File: src/rtl/amoa_8x8p2_rt8_apx2.sv
// Purpose : approximate 8-operand adder; eight unsigned 8-bit operands -> 11-bit sum.
//           Upper 6 bits of each operand are summed exactly; the low 2 bits are
//           combined by a carry-free OR that never carries into the upper part.
// Latency : 2 clk cycles (operands sampled on edge N appear on summ after edge N+1).
// Backpressure: none; one result per cycle, no valid/ready.
// Option  : define AMOA_EXACT_EN to add the low 2-bit columns exactly, which makes
//           summ the true sum of all eight operands (max 2040).
// Ports   : clk      rising-edge clock
//           rst_n    asynchronous reset, active-high despite the name (1 = in reset)
//           x0..x7   unsigned 8-bit operands, sampled every edge
//           summ     registered 11-bit sum
//           stall    high until the pipeline holds a result from post-reset inputs
module amoa_8x8p2_rt8_apx2 (
  input  logic        clk,
  input  logic        rst_n,
  input  logic [7:0]  x0,
  input  logic [7:0]  x1,
  input  logic [7:0]  x2,
  input  logic [7:0]  x3,
  input  logic [7:0]  x4,
  input  logic [7:0]  x5,
  input  logic [7:0]  x6,
  input  logic [7:0]  x7,
  output logic [10:0] summ,
  output logic        stall
);

  // Stage 1: two 4-operand partial sums of the upper 6-bit fields (max 252 each).
  logic [7:0] w_s0;
  logic [7:0] w_s1;

  assign w_s0 = {2'b00, x0[7:2]} + {2'b00, x1[7:2]} + {2'b00, x2[7:2]} + {2'b00, x3[7:2]};
  assign w_s1 = {2'b00, x4[7:2]} + {2'b00, x5[7:2]} + {2'b00, x6[7:2]} + {2'b00, x7[7:2]};

  logic [7:0]  r_s0;
  logic [7:0]  r_s1;
  logic [1:0]  r_fill;
  logic [8:0]  w_hi;

  assign w_hi = {1'b0, r_s0} + {1'b0, r_s1};

`ifdef AMOA_EXACT_EN
  // Exact low columns: sum of eight 2-bit fields (max 24); the carries out of
  // this column are folded in at stage 2.
  logic [4:0] w_lo;
  logic [4:0] r_lo;

  assign w_lo = {3'b000, x0[1:0]} + {3'b000, x1[1:0]} + {3'b000, x2[1:0]} + {3'b000, x3[1:0]}
              + {3'b000, x4[1:0]} + {3'b000, x5[1:0]} + {3'b000, x6[1:0]} + {3'b000, x7[1:0]};
`else
  // Approximate low columns: bitwise OR, so the result never exceeds the exact sum.
  logic [1:0] w_lo;
  logic [1:0] r_lo;

  assign w_lo = x0[1:0] | x1[1:0] | x2[1:0] | x3[1:0]
              | x4[1:0] | x5[1:0] | x6[1:0] | x7[1:0];
`endif

  always_ff @(posedge clk or posedge rst_n) begin
    if (rst_n) begin
      r_s0 <= '0;
      r_s1 <= '0;
      r_lo <= '0;
    end else begin
      r_s0 <= w_s0;
      r_s1 <= w_s1;
      r_lo <= w_lo;
    end
  end

  // Stage 2: combine the partial sums with the low-column result.
  always_ff @(posedge clk or posedge rst_n) begin
    if (rst_n) begin
      summ <= '0;
    end else begin
`ifdef AMOA_EXACT_EN
      summ <= {w_hi, 2'b00} + {6'b000000, r_lo};
`else
      summ <= {w_hi, r_lo};
`endif
    end
  end

  // Fill counter: saturates at 2 once both pipeline stages carry post-reset data.
  always_ff @(posedge clk or posedge rst_n) begin
    if (rst_n) begin
      r_fill <= 2'd0;
    end else if (r_fill != 2'd2) begin
      r_fill <= r_fill + 2'd1;
    end
  end

  assign stall = (r_fill != 2'd2);

endmodule

File: config.mk
export PLATFORM = sky130hd
export DESIGN_NAME = amoa_8x8p2_rt8_apx2
export DESIGN_NICKNAME = d
export VERILOG_FILES = /design/src/rtl/amoa_8x8p2_rt8_apx2.sv
export SDC_FILE = /design/constraint.sdc
export NUM_CORES = 1
export LEC_CHECK = 0
export BUFFER_PORTS_ARGS = -buffer_cell sky130_fd_sc_hd__buf_2
export CAP_MARGIN = 0
export CORE_AREA = 3 3 74 76
export DETAILED_ROUTE_END_ITERATION = 16
export DIE_AREA = 0 0 77 79
export PLACE_DENSITY = 0.76
export SYNTH_ARGS = -nofsm -noshare
export SYNTH_HDL_FRONTEND = slang
export SYNTH_SLANG_ARGS = --single-unit
File: constraint.sdc
create_clock -name clk -period 1.73 [get_ports clk]
set_input_delay 0.2595 -clock clk [delete_from_list [all_inputs] [get_ports clk]]
set_output_delay 0.2595 -clock clk [all_outputs]
set_load 0.01 [all_outputs]
# After elaboration in Yosys (flattened, before gate mapping)
# Cells that the tools add are included.
[op_classes]
add_sub_neg = 8
eq_ne = 1
bitwise_logic = 7
[op_table]
columns = ["op", "count"]
rows = [
  ["7-bit by 6-bit adder with 8-bit output", 2],
  ["8-bit by 6-bit adder with 8-bit output", 2],
  ["6-bit by 6-bit adder with 7-bit output", 2],
  ["2-bit OR", 7],
  ["8-bit by 8-bit adder with 9-bit output", 1],
  ["2-bit by 1-bit adder with 2-bit output, second input constant", 1],
  ["2-bit != test, second input constant", 1],
]
[word_totals]
register_bits = 31
in_bits = 66
out_inout_bits = 12
elab_cells = 21

# Depth between registers and ports, before layout
# Gate-level depths: netlist of the first run.
[logic_depth]
word_depth = 7
ltp_mapped = 11

# Worst setup path before layout of the first run
# Ideal clock, no wire load.
[synth_path]
path_kind = "input to register"
from = "input port x0[3]"
to = "register r_s0[7]"
t_arrival_ns = 2.522
required_time_ns = 1.609
setup_slack_ns = -0.913
cell_stages = 11
path_buffers = 0
path_cell_list = "inv_1 -> fa_1 -> fa_1 -> inv_1 -> ha_1 -> fa_1 -> a21o_1 -> a21oi_1 -> nor2b_1 -> o21ai_1 -> nand2b_1"
[synth_between]
elab_chain_cells = 3
[synth_lines]
columns = ["item", "line_no", "rtl"]
rows = [
  ["start: declaration", "16", "input logic [7:0] x0,"],
  ["6-bit by 6-bit adder with 7-bit output", "32", "assign w_s0 = {2'b00, x0[7:2]} + {2'b00, x1[7:2]} + {2'b00, x2[7:2]} + {2'b00, x3[7:2]};"],
  ["7-bit by 6-bit adder with 8-bit output", "32", ""],
  ["8-bit by 6-bit adder with 8-bit output", "32", ""],
  ["named net w_s0[7]", "29", "logic [7:0] w_s0;"],
  ["end signal: assignment", "65", "r_s0 <= w_s0;"],
  ["end: declaration", "35", "logic [7:0] r_s0;"],
]
# The timed path passes the listed nets, and every way through them passes these cells.
# A chain may end at the register's enable or synchronous reset.

# Worst setup path after layout of the first run
[layout_path]
from = "input port x2[3]"
to = "register r_s0[7]"
[layout_between]
elab_chain_cells = 2
[layout_lines]
columns = ["item", "line_no", "rtl"]
rows = [
  ["start: declaration", "18", "input logic [7:0] x2,"],
  ["7-bit by 6-bit adder with 8-bit output", "32", ""],
  ["8-bit by 6-bit adder with 8-bit output", "32", ""],
  ["named net w_s0[7]", "29", ""],
]
# The timed path passes the listed nets, and every way through them passes these cells.

==> summary.txt, run 1 <==
Worst setup path
  • CP startpoint kind: input pin
  • Worst Path Buf+Inv: 3
  • Critical path class: input pin to register
  • Family with the most delay on the worst path: adder cells
  • Critical path endpoint category: register
  • Worst path required time: 1.89 ns
  • Slowest-stage cell, CP: fa_1
  • Max Fanout on Critical Path: 2
  • CP most frequent cell: fa_1
  • Critical Path AT: 2.47 ns
  • Critical path cell sequence: buf_8, inv_8, fa_1, fa_1, inv_2, ha_4, fa_2, a21o_1, a21oi_2, nor2b_1, o21ai_1, nand2b_1
  • Crit-path max cell delay: 0.51 ns

Routing
  • Via/cell ratio: 4.48
  • DRT Pass-1 Iters: 4
  • Vias after detailed routing: 1728
  • Routed WL: 4020 um
  • Antenna viol nets, final: 0
  • Avg WL per Cell: 10.4 um
  • Iteration-0 DRC count of the detailed router: 11
  • Post-route DRC: 0

Timing
  • Fmax: 433 MHz
  • Final Skew: 0.00761 ns
  • Final setup fails: 12
  • Final WS setup: -0.580 ns
  • Worst-margin pin slew: 0.357 ns
  • RSZ-0062 raised after global routing: yes
  • Tmin final: 2.31 ns
  • Fin crit share: 134%
  • Fin. max-slew vios: 0
  • Slew margin rel.: 76.2%
  • Final hold violations: 0
  • Setup TNS Final: -4.74 ns

Final layout
  • Syn-to-layout area delta: 41.4%
  • N_diodes: 0
  • Layout cells sized above 1: 44.2%
  • Layout Nets: 432
  • Post-route insts no fill: 386

Placed design
  • Pre-CTS WS: -0.945 ns
  • Dpl hpwl: 3230 um
  • Final GP Congestion: 0.700
  • Placed insts: 374
  • Port bufs: 77

Clock network
  • Clk sink count: 31
  • CTS tree: done
  • Clk pin slew, worst setup/hold paths: 0.06 ns
  • Num CTS Buffers: 5
  • CTS root buf: clkbuf_8
  • Clock Tree Buf Depth: 2
  • Insertion delay to the later sink of the worst-skew pair: 0.28 ns
  • H-Tree Depth: 2

Die
  • Io pins: 78
  • DIE WIDTH: 77 um
  • Core footprint: 0.00479 sq mm
  • Die Y: 79 um
  • Rows: 25
  • DIE AREA: 0.00608 sq mm
  • Initial core utilization: 46.9%

Synth
  • Most frequent cells after synthesis: 72 x inv_1, 31 x dfrtp_1, 25 x fa_1, 23 x ha_1, 10 x xnor2_1
  • Post-synth EDFFs: 0
  • Multiplexer area fraction after synthesis: 0%
  • Area leader, netlist: dfrtp_1
  • Post-synthesis compound-gate area fraction: 8.48%
  • Top-count cell post-synth: inv_1
  • Async set-reset flop share out of synthesis: 100%
  • Post-synth top flop: dfrtp_1
  • Simple-gate share of the synthesized area: 4.52%
  • Post-Syn Area: 0.00224 sq mm
  • Synth top area share: 34.6%
  • Adder-cell share of the synthesized area: 35.1%
  • Synth Register Bits: 31
  • Synth Warn #: 0
  • Cells after Synth: 213
  • Part of the Yosys area used for sequential elements: 34.6%
  • Syn Nets: 327
  • Synth top area cells: dfrtp_1 35%, fa_1 22%, ha_1 13%
  • Largest family of logic cells by synthesized area: adder cells
  • Syn avg cell area: 10.5 sq um
  • Post-synth cell types: 24
  • Post-Synth XOR/XNOR Area: 5.08%

Power and ir drop
  • Design Power: 4.23 mW
  • Pwr dens: 1330 mW/mm^2
  • Static Leak: 1.75 nW
  • Maximum vdd drop: 0.784 mV

Global route
  • GR Overflow Total: 0
  • Largest net degree at the start of global routing: 30
  • Number of global-route vias before repair: 1742
  • First-pass GRT wire length: 6710 um
  • Gr usage total: 13.9%
  • Antenna violations before repair: 0

Outcome
  • Failing checks: negative setup slack
  • Status: finished, violations left

Job
  • Max-cap violations: 0

Hold path
  • Min-delay worst type: input pin to register
worst reg2reg max path, stage by stage, from the launching register on:
cell     delay [ns]
dfrtp_1        0.34
ha_2           0.18
inv_1          0.05
fa_2           0.35
nor2b_2        0.14
o21ai_2        0.07
a21oi_2        0.20
o31a_1         0.15
a21oi_1        0.04
placed cells by master (no fill, tap or decap), drive strengths merged:
| cell | instances |
|---|---|
| o21a | 2 |
| xor2 | 3 |
| buf | 97 |
| a311oi | 1 |
| o21bai | 3 |
| nor4 | 4 |
| inv | 72 |
| nand2 | 3 |
| ha | 23 |
| o31a | 1 |
| nor2 | 7 |
| nand2b | 1 |
| fa | 25 |
| dfrtp | 31 |
| a21oi | 12 |
| and3 | 1 |
| o21ai | 4 |
| nor3 | 1 |
| clkinv | 2 |
| bufinv | 1 |
| clkbuf | 6 |
| a21o | 5 |
| dlygate4sd3 | 1 |
| nor2b | 3 |
| xnor2 | 10 |
sequential cells by signal, summed over array words and instances, names as in the netlist:
signal / count
summ: 11
r_s0: 8
r_s1: 8
r_fill: 2
r_lo: 2
report_power, final:
group / internal (mW) / switching [mW]
Combinational: 1.25 / 1.15
Clock: 0.465 / 0.252
Sequential: 1.02 / 0.0883
Total: 2.73 / 1.49
logic make-up after synthesis:
| kind of cell | count (synthesis) |
|---|---|
| buffers and inverters | 73 |
| DFF | 31 |
| xor gates and xnor gates | 13 |
| and+or+nand+nor | 20 |
| AOI/OAI and AO/OA | 28 |
| adders and majority gates | 48 |
area by class of cell:
class	instances	area, sq um
fill	377	1610
multi-input combinational	109	1310
sequential	31	776
timing repair buffer	98	598
inverter	73	292
tap	67	83.8
clock buffer	6	82.6
clock inverter	2	35.0
final timing paths:
kind	start	end	slack, ns	cells after the start
setup / recovery	x2[3]	r_s0[7]	-0.58	12
hold / removal	x4[0]	r_lo[0]	0.18	3
setup reg to reg	r_s0[0]	summ[8]	0.10	8
hold reg to reg	r_lo[1]	summ[1]	0.35	0
max in group asynchronous	rst_n	r_s0[5]	0.79	4
min in group asynchronous	rst_n	r_fill[1]	0.39	3
through the flow:
step	instance area (sq um)	util [%]	hold slack [ns]
2_1_floorplan	2280	-	0.331
3_3_place_gp	2870	60.0	0.119
3_5_place_dp	2870	60.0	0.123
4_1_cts	3110	65.0	0.173
5_1_grt	3170	66.3	0.190
6_report	3170	66.3	0.178
repair_timing:
item | 4_1_cts | 5_1_grt
pin swaps | 13 | 13
endpoints found under the hold margin | 2 | 0
hold buffers | 1 | 0
setup buffers | 4 | 3
endpoints found under the setup margin | 15 | 16
resized for setup | 20 | 14
per-layer routing:
metal	up-vias	share of wire, %	global-route usage, %
met5	-	0	0
li1	849	-	-
met3	16	6.9	3.74
met1	803	36	14.5
met4	0	3.7	6.58
met2	60	53	25.9
(Power assumes the default switching activity.)
==> run 2: changes to the inputs <==
- CORE_AREA: 3 3 74 76 -> 3 3 85 67
- DIE_AREA: 0 0 77 79 -> 0 0 88 70
- SETUP_SLACK_MARGIN: not set -> 0.15
==> summary.txt, run 2 (synthesized netlist as in run 1, its figures left out) <==
Final layout
  • Largest regs: summ x11, r_s0 x8, r_s1 x8
  • Final core utilization: 65.9% (-0.35 points)
  • Layout cells sized above 1: 47.3% (+3.1 points)
  • N_diodes: 0 (unchanged)
  • Commonest non-fill, non-tap cell in the layout: buf_2
  • Layout Nets: 432 (unchanged)
  • Most frequent cells in the layout: 68 x buf_2, 59 x inv_1, 31 x dfrtp_1
  • Reg with most FFs: summ
  • Max reg flops: 11 (unchanged)
  • Syn-to-layout area delta: 43.2%

Die
  • Io pins: 78 (unchanged)
  • DIE AREA: 0.00616 sq mm (+1.3%)
  • DIE WIDTH: 88 um (+14%)
  • Initial core utilization: 46.0% (-0.83 points)
  • Core footprint: 0.00487 sq mm (+1.8%)
  • Die Y: 70 um (-11%)
  • Rows: 22 (-12%)

Outcome
  • Status: finished, violations left
  • Failing checks: negative setup slack

Global route
  • Number of global-route vias before repair: 1747 (+0.29%)
  • First-pass GRT wire length: 6890 um (+2.7%)
  • Gr usage total: 14.2% (+0.29 points)
  • Antenna violations before repair: 0 (unchanged)
  • GR Overflow Total: 0 (unchanged)
  • Largest net degree at the start of global routing: 32 (+6.7%)

Routing
  • Antenna viol nets, final: 0 (unchanged)
  • Iteration-0 DRC count of the detailed router: 17 (+6)
  • Routed WL: 3970 um (-1.1%)
  • Top routing layer in use: met4
  • DRT met1 WL: 1580 um (+9.0%)
  • Avg WL per Cell: 10.5 um (+0.71%)
  • WL met3: 284 um (+2.2%)
  • Post-route DRC: 0 (unchanged)
  • Vias after detailed routing: 1696 (-1.9%)
  • Met2 routed WL: 2100 um (-2.0%)
  • DRT Pass-1 Iters: 5 (+1)
  • Via/cell ratio: 4.47 (about the same)

Timing
  • Fmax: 437 MHz (+0.84%)
  • Final Skew: 0.00519 ns (-0.00242 ns)
  • Slew margin rel.: 74.4% (-1.8 points)
  • Worst-margin pin slew: 0.383 ns (+0.0266 ns)
  • RSZ-0062 raised after global routing: yes
  • Final WS setup: -0.560 ns (+0.0193 ns)
  • Tmin final: 2.29 ns (-0.0193 ns)
  • Final setup fails: 12 (unchanged)
  • Final hold violations: 0 (unchanged)
  • Fin crit share: 132% (-1.1 points)
  • Fin. max-slew vios: 0 (unchanged)

Worst setup path
  • Max Fanout on Critical Path: 2 (unchanged)
  • Critical path class: input pin to register
  • Critical Path AT: 2.45 ns (-0.02 ns)
  • Worst path required time: 1.89 ns (about the same)
  • Critical path endpoint category: register
  • CP startpoint kind: input pin

Clock network
  • Clk sink count: 31 (unchanged)
  • Insertion delay to the later sink of the worst-skew pair: 0.28 ns (about the same)
  • CTS tree: done
  • Num CTS Buffers: 5 (unchanged)
  • CTS root buf: clkbuf_8
  • H-Tree Depth: 2 (unchanged)
  • Clk pin slew, worst setup/hold paths: 0.06 ns (about the same)
  • Clock Tree Buf Depth: 2 (unchanged)
  • Post-CTS Hold Buffers: 0 (-1)

Power and ir drop
  • Pwr dens: 1390 mW/mm^2 (+4.1%)
  • Static Leak: 1.75 nW (+0.14%)
  • Maximum vdd drop: 0.712 mV (-9.1%)

Job
  • Max-cap violations: 0 (unchanged)

Placed design
  • Final GP Congestion: 0.729 (+4.1%)
  • Pre-CTS WS: -0.935 ns (+0.00972 ns)
  • Dpl hpwl: 3070 um (-5.0%)
  • Port bufs: 77 (unchanged)

Hold path
  • Min-delay worst type: input pin to asynchronous set/reset pin
==> run 2: changes by cell type in the layout (fill, tap and decap cells not counted), sizes merged <==
cell	previous run	this run
buf	97	98
dlygate4sd3	1	0
==> run 2: power by group <==
| part | internal, mW | switching, mW | total, mW |
|---|---|---|---|
| combinational | 1.37 | 1.25 | 2.62 |
| clock | 0.465 | 0.250 | 0.716 |
| sequential | 1.02 | 0.104 | 1.12 |
| total | 2.85 | 1.60 | 4.45 |
==> run 2: final timing paths <==
check / startpoint / slack, ns / cells past startpoint / end
min reg2reg: r_lo[1] / 0.35 / 0 / summ[1]
max reg2reg: r_s0[0] / 0.05 / 8 / summ[10]
min in group clk: x6[1] / 0.18 / 3 / r_lo[1]
max: x1[3] / -0.56 / 12 / r_s0[7]
max in group asynchronous: rst_n / 1.40 / 3 / summ[10]
min: rst_n / 0.04 / 3 / summ[1]
==> run 2: worst max-delay path: stages <==
cell	delay, ns
buf_6	0.07
inv_2	0.03
fa_1	0.48
fa_1	0.51
inv_2	0.05
ha_4	0.16
fa_2	0.33
a21o_1	0.18
a21oi_2	0.14
nor2b_1	0.06
o21ai_1	0.13
nand2b_1	0.06
==> run 2: what timing repair did <==
| item | CTS | global route |
|---|---|---|
| buffers inserted | 7 | 0 |
| endpoints found under the hold margin | 0 | 0 |
| setup endpoints to repair | 16 | 17 |
| resized for setup | 22 | 18 |
| pin swaps | 31 | 25 |
==> run 2: cell type report <==
type,count,area (sq um)
multi-input cells,109,1350
inverters,73,289
clock buffers,6,82.6
well taps,60,75.1
flip-flops and latches,31,776
repair buffers,98,611
clock inverters,2,35.0
fillers,353,1660
==> run 2: through the flow <==
step                area, sq um  instances  TNS, ns  power [mW]  hold WS [ns]
floorplan                  2290        213    -5.77        2.60         0.331
global placement           2860        364    -8.40        3.17         0.336
detailed placement         2860        364    -8.73        3.22         0.345
CTS                        3130        379    -4.70        4.27        0.0542
global route               3210        379    -4.93        4.84        0.0776
finish                     3210        379    -4.17        4.45        0.0442
==> run 2: metal layers <==
metal	up-vias	global-route usage [%]
met3	2	4.72
li1	845	-
met2	53	24.8
met4	0	3.58
met5	-	0
met1	796	16.5
==> run 3: changes to the inputs <==
- PLACE_DENSITY: 0.76 -> not set
- PLACE_DENSITY_LB_ADDON: not set -> 0.2
- TNS_END_PERCENT: not set -> 50
==> summary.txt, run 3 (synthesized netlist as in run 1, its figures left out) <==
Timing
  • Fin crit share: 131% (-1.5 points)
  • Tmin final: 2.26 ns (-0.0256 ns)
  • Final hold violations: 0 (unchanged)
  • RSZ-0062 raised after global routing: yes
  • Fin. max-slew vios: 0 (unchanged)
  • Worst-margin pin slew: 0.384 ns (+0.000215 ns)
  • Final WS setup: -0.535 ns (+0.0256 ns)
  • Slew margin rel.: 74.4% (about the same)
  • Final Skew: 0.00421 ns (-0.000981 ns)
  • Final setup fails: 12 (unchanged)
  • Fmax: 442 MHz (+1.1%)

Worst setup path
  • Critical Path AT: 2.44 ns (about the same)
  • Critical path class: input pin to register
  • Critical path endpoint category: register
  • Worst path required time: 1.90 ns (about the same)
  • CP startpoint kind: input pin
  • R2R Setup Slk: 0.09 ns (+0.04 ns)
  • RR Endpoint: summ[10]
  • Max Fanout on Critical Path: 2 (unchanged)
  • Reg2reg start: r_s0[0]
  • Cell depth of the worst flop-to-flop path: 8 (unchanged)

Hold path
  • Min-delay worst type: input pin to asynchronous set/reset pin

Die
  • DIE AREA: 0.00616 sq mm (unchanged)
  • DIE WIDTH: 88 um (unchanged)
  • Io pins: 78 (unchanged)
  • Core footprint: 0.00487 sq mm (unchanged)
  • Die Y: 70 um (unchanged)
  • Rows: 22 (unchanged)
  • Initial core utilization: 46.0% (unchanged)

Job
  • Max-cap violations: 0 (unchanged)

Final layout
  • N_diodes: 0 (unchanged)
  • Most frequent cells in the layout: 70 x buf_2, 60 x inv_1, 31 x dfrtp_1
  • Reg with most FFs: summ
  • Layout Nets: 430 (-0.46%)
  • Fin area: 0.00314 sq mm (-2.2%)
  • Layout cells sized above 1: 45.9% (-1.4 points)
  • Commonest non-fill, non-tap cell in the layout: buf_2
  • Syn-to-layout area delta: 40.1%
  • Largest regs: summ x11, r_s0 x8, r_s1 x8
  • Max reg flops: 11 (unchanged)

Routing
  • Post-route DRC: 0 (unchanged)
  • Vias after detailed routing: 1665 (-1.8%)
  • Avg WL per Cell: 10.6 um (+1.0%)
  • Via/cell ratio: 4.43 (-1.0%)
  • Antenna viol nets, final: 0 (unchanged)
  • DRT Pass-1 Iters: 4 (-1)
  • Routed WL: 3980 um (+0.20%)
  • Iteration-0 DRC count of the detailed router: 22 (+5)

Placed design
  • Area after DPL: 0.00286 sq mm (+0.31%)
  • Final GP Congestion: 0.716 (-1.8%)
  • Dpl hpwl: 3260 um (+6.2%)
  • Pre-CTS WS: -0.931 ns (+0.00401 ns)
  • Port bufs: 77 (unchanged)

Global route
  • GR Overflow Total: 0 (unchanged)
  • Gr usage total: 14.0% (-0.17 points)
  • First-pass GRT wire length: 6750 um (-2.0%)
  • Largest net degree at the start of global routing: 32 (unchanged)
  • Antenna violations before repair: 0 (unchanged)
  • Number of global-route vias before repair: 1717 (-1.7%)

Outcome
  • Status: finished, violations left
  • Failing checks: negative setup slack

Power and ir drop
  • Static Leak: 1.71 nW (-2.2%)
  • Maximum vdd drop: 0.754 mV (+5.9%)
  • Pwr dens: 1330 mW/mm^2 (-4.0%)

Clock network
  • Clk sink count: 31 (unchanged)
  • Insertion delay to the later sink of the worst-skew pair: 0.28 ns (about the same)
  • CTS tree: done
  • H-Tree Depth: 2 (unchanged)
  • Clock Tree Buf Depth: 2 (unchanged)
  • CTS root buf: clkbuf_8
  • Num CTS Buffers: 5 (unchanged)
  • Clk pin slew, worst setup/hold paths: 0.06 ns (about the same)
-- run 3: changes by cell type in the layout (fill, tap and decap cells not counted), moves of 2 or more --
cell and change:
xnor2_1 +2, inv_2 -2, buf_6 -3, buf_2 +2, xnor2_2 -2
-- run 3: worst max-delay path, stage by stage --
cell and delay (ns):
buf_6 0.07, inv_2 0.03, fa_1 0.48, fa_1 0.49
inv_1 0.04, ha_2 0.17, fa_2 0.34, a21o_1 0.18
a21oi_2 0.14, nor2b_1 0.06, o21ai_1 0.11, nand2b_1 0.06
-- run 3: stage by stage --
step / hold slack, ns / cells / utilization, % / TNS [ns] / total power [mW]
6_report: 0.0439 / 376 / 64.5 / -4.10 / 4.18
5_1_grt: 0.0843 / 376 / 64.5 / -5.16 / 4.58
4_1_cts: 0.0490 / 375 / 62.9 / -4.39 / 4.05
3_3_place_gp: 0.335 / 367 / 58.8 / -8.56 / 3.20
3_5_place_dp: 0.335 / 367 / 58.8 / -8.95 / 3.26
2_1_floorplan: 0.331 / 213 / - / -5.79 / 2.58
-- run 3: how the worst max path moves through the flow --
stage / start / endpoint / slack (ns) / cells past startpoint
after floorplan: x2[3] / r_s0[7] / -0.73 / 11
after global placement: x2[3] / r_s0[7] / -0.92 / 12
after detailed placement: x2[3] / r_s0[7] / -0.93 / 12
after CTS: x1[3] / r_s0[7] / -0.56 / 12
after global routing: x1[3] / r_s0[7] / -0.67 / 12
final: x1[3] / r_s0[7] / -0.53 / 12
-- run 3: power by group --
group | internal [mW] | switching [mW]
combinational | 1.31 | 1.17
sequential | 1.02 | 0.124
clock | 0.311 | 0.255
total | 2.64 | 1.55
-- run 3: area by class of cell --
cell class	count	area (sq um)
Inverter	73	292
Clock buffer	6	82.6
Timing Repair Buffer	96	579
Fill cell	412	1730
Clock inverter	1	5.00
Sequential cell	31	776
Tap cell	60	75.1
Multi-Input combinational cell	109	1330
-- run 3: what timing repair did --
action,in CTS,in global routing
hold buffers,0,0
endpoints found under the setup margin,16,16
resized for setup,23,16
pin swaps,31,20
buffers inserted,1,1
-- run 3: per-layer routing --
layer / GRT usage (%) / vias up / share of wire [%]
met4: 4.60 / 0 / 1.3
met2: 24.2 / 46 / 52
li1: - / 840 / -
met3: 4.01 / 7 / 5.8
met5: 0 / - / 0
met1: 16.6 / 772 / 40
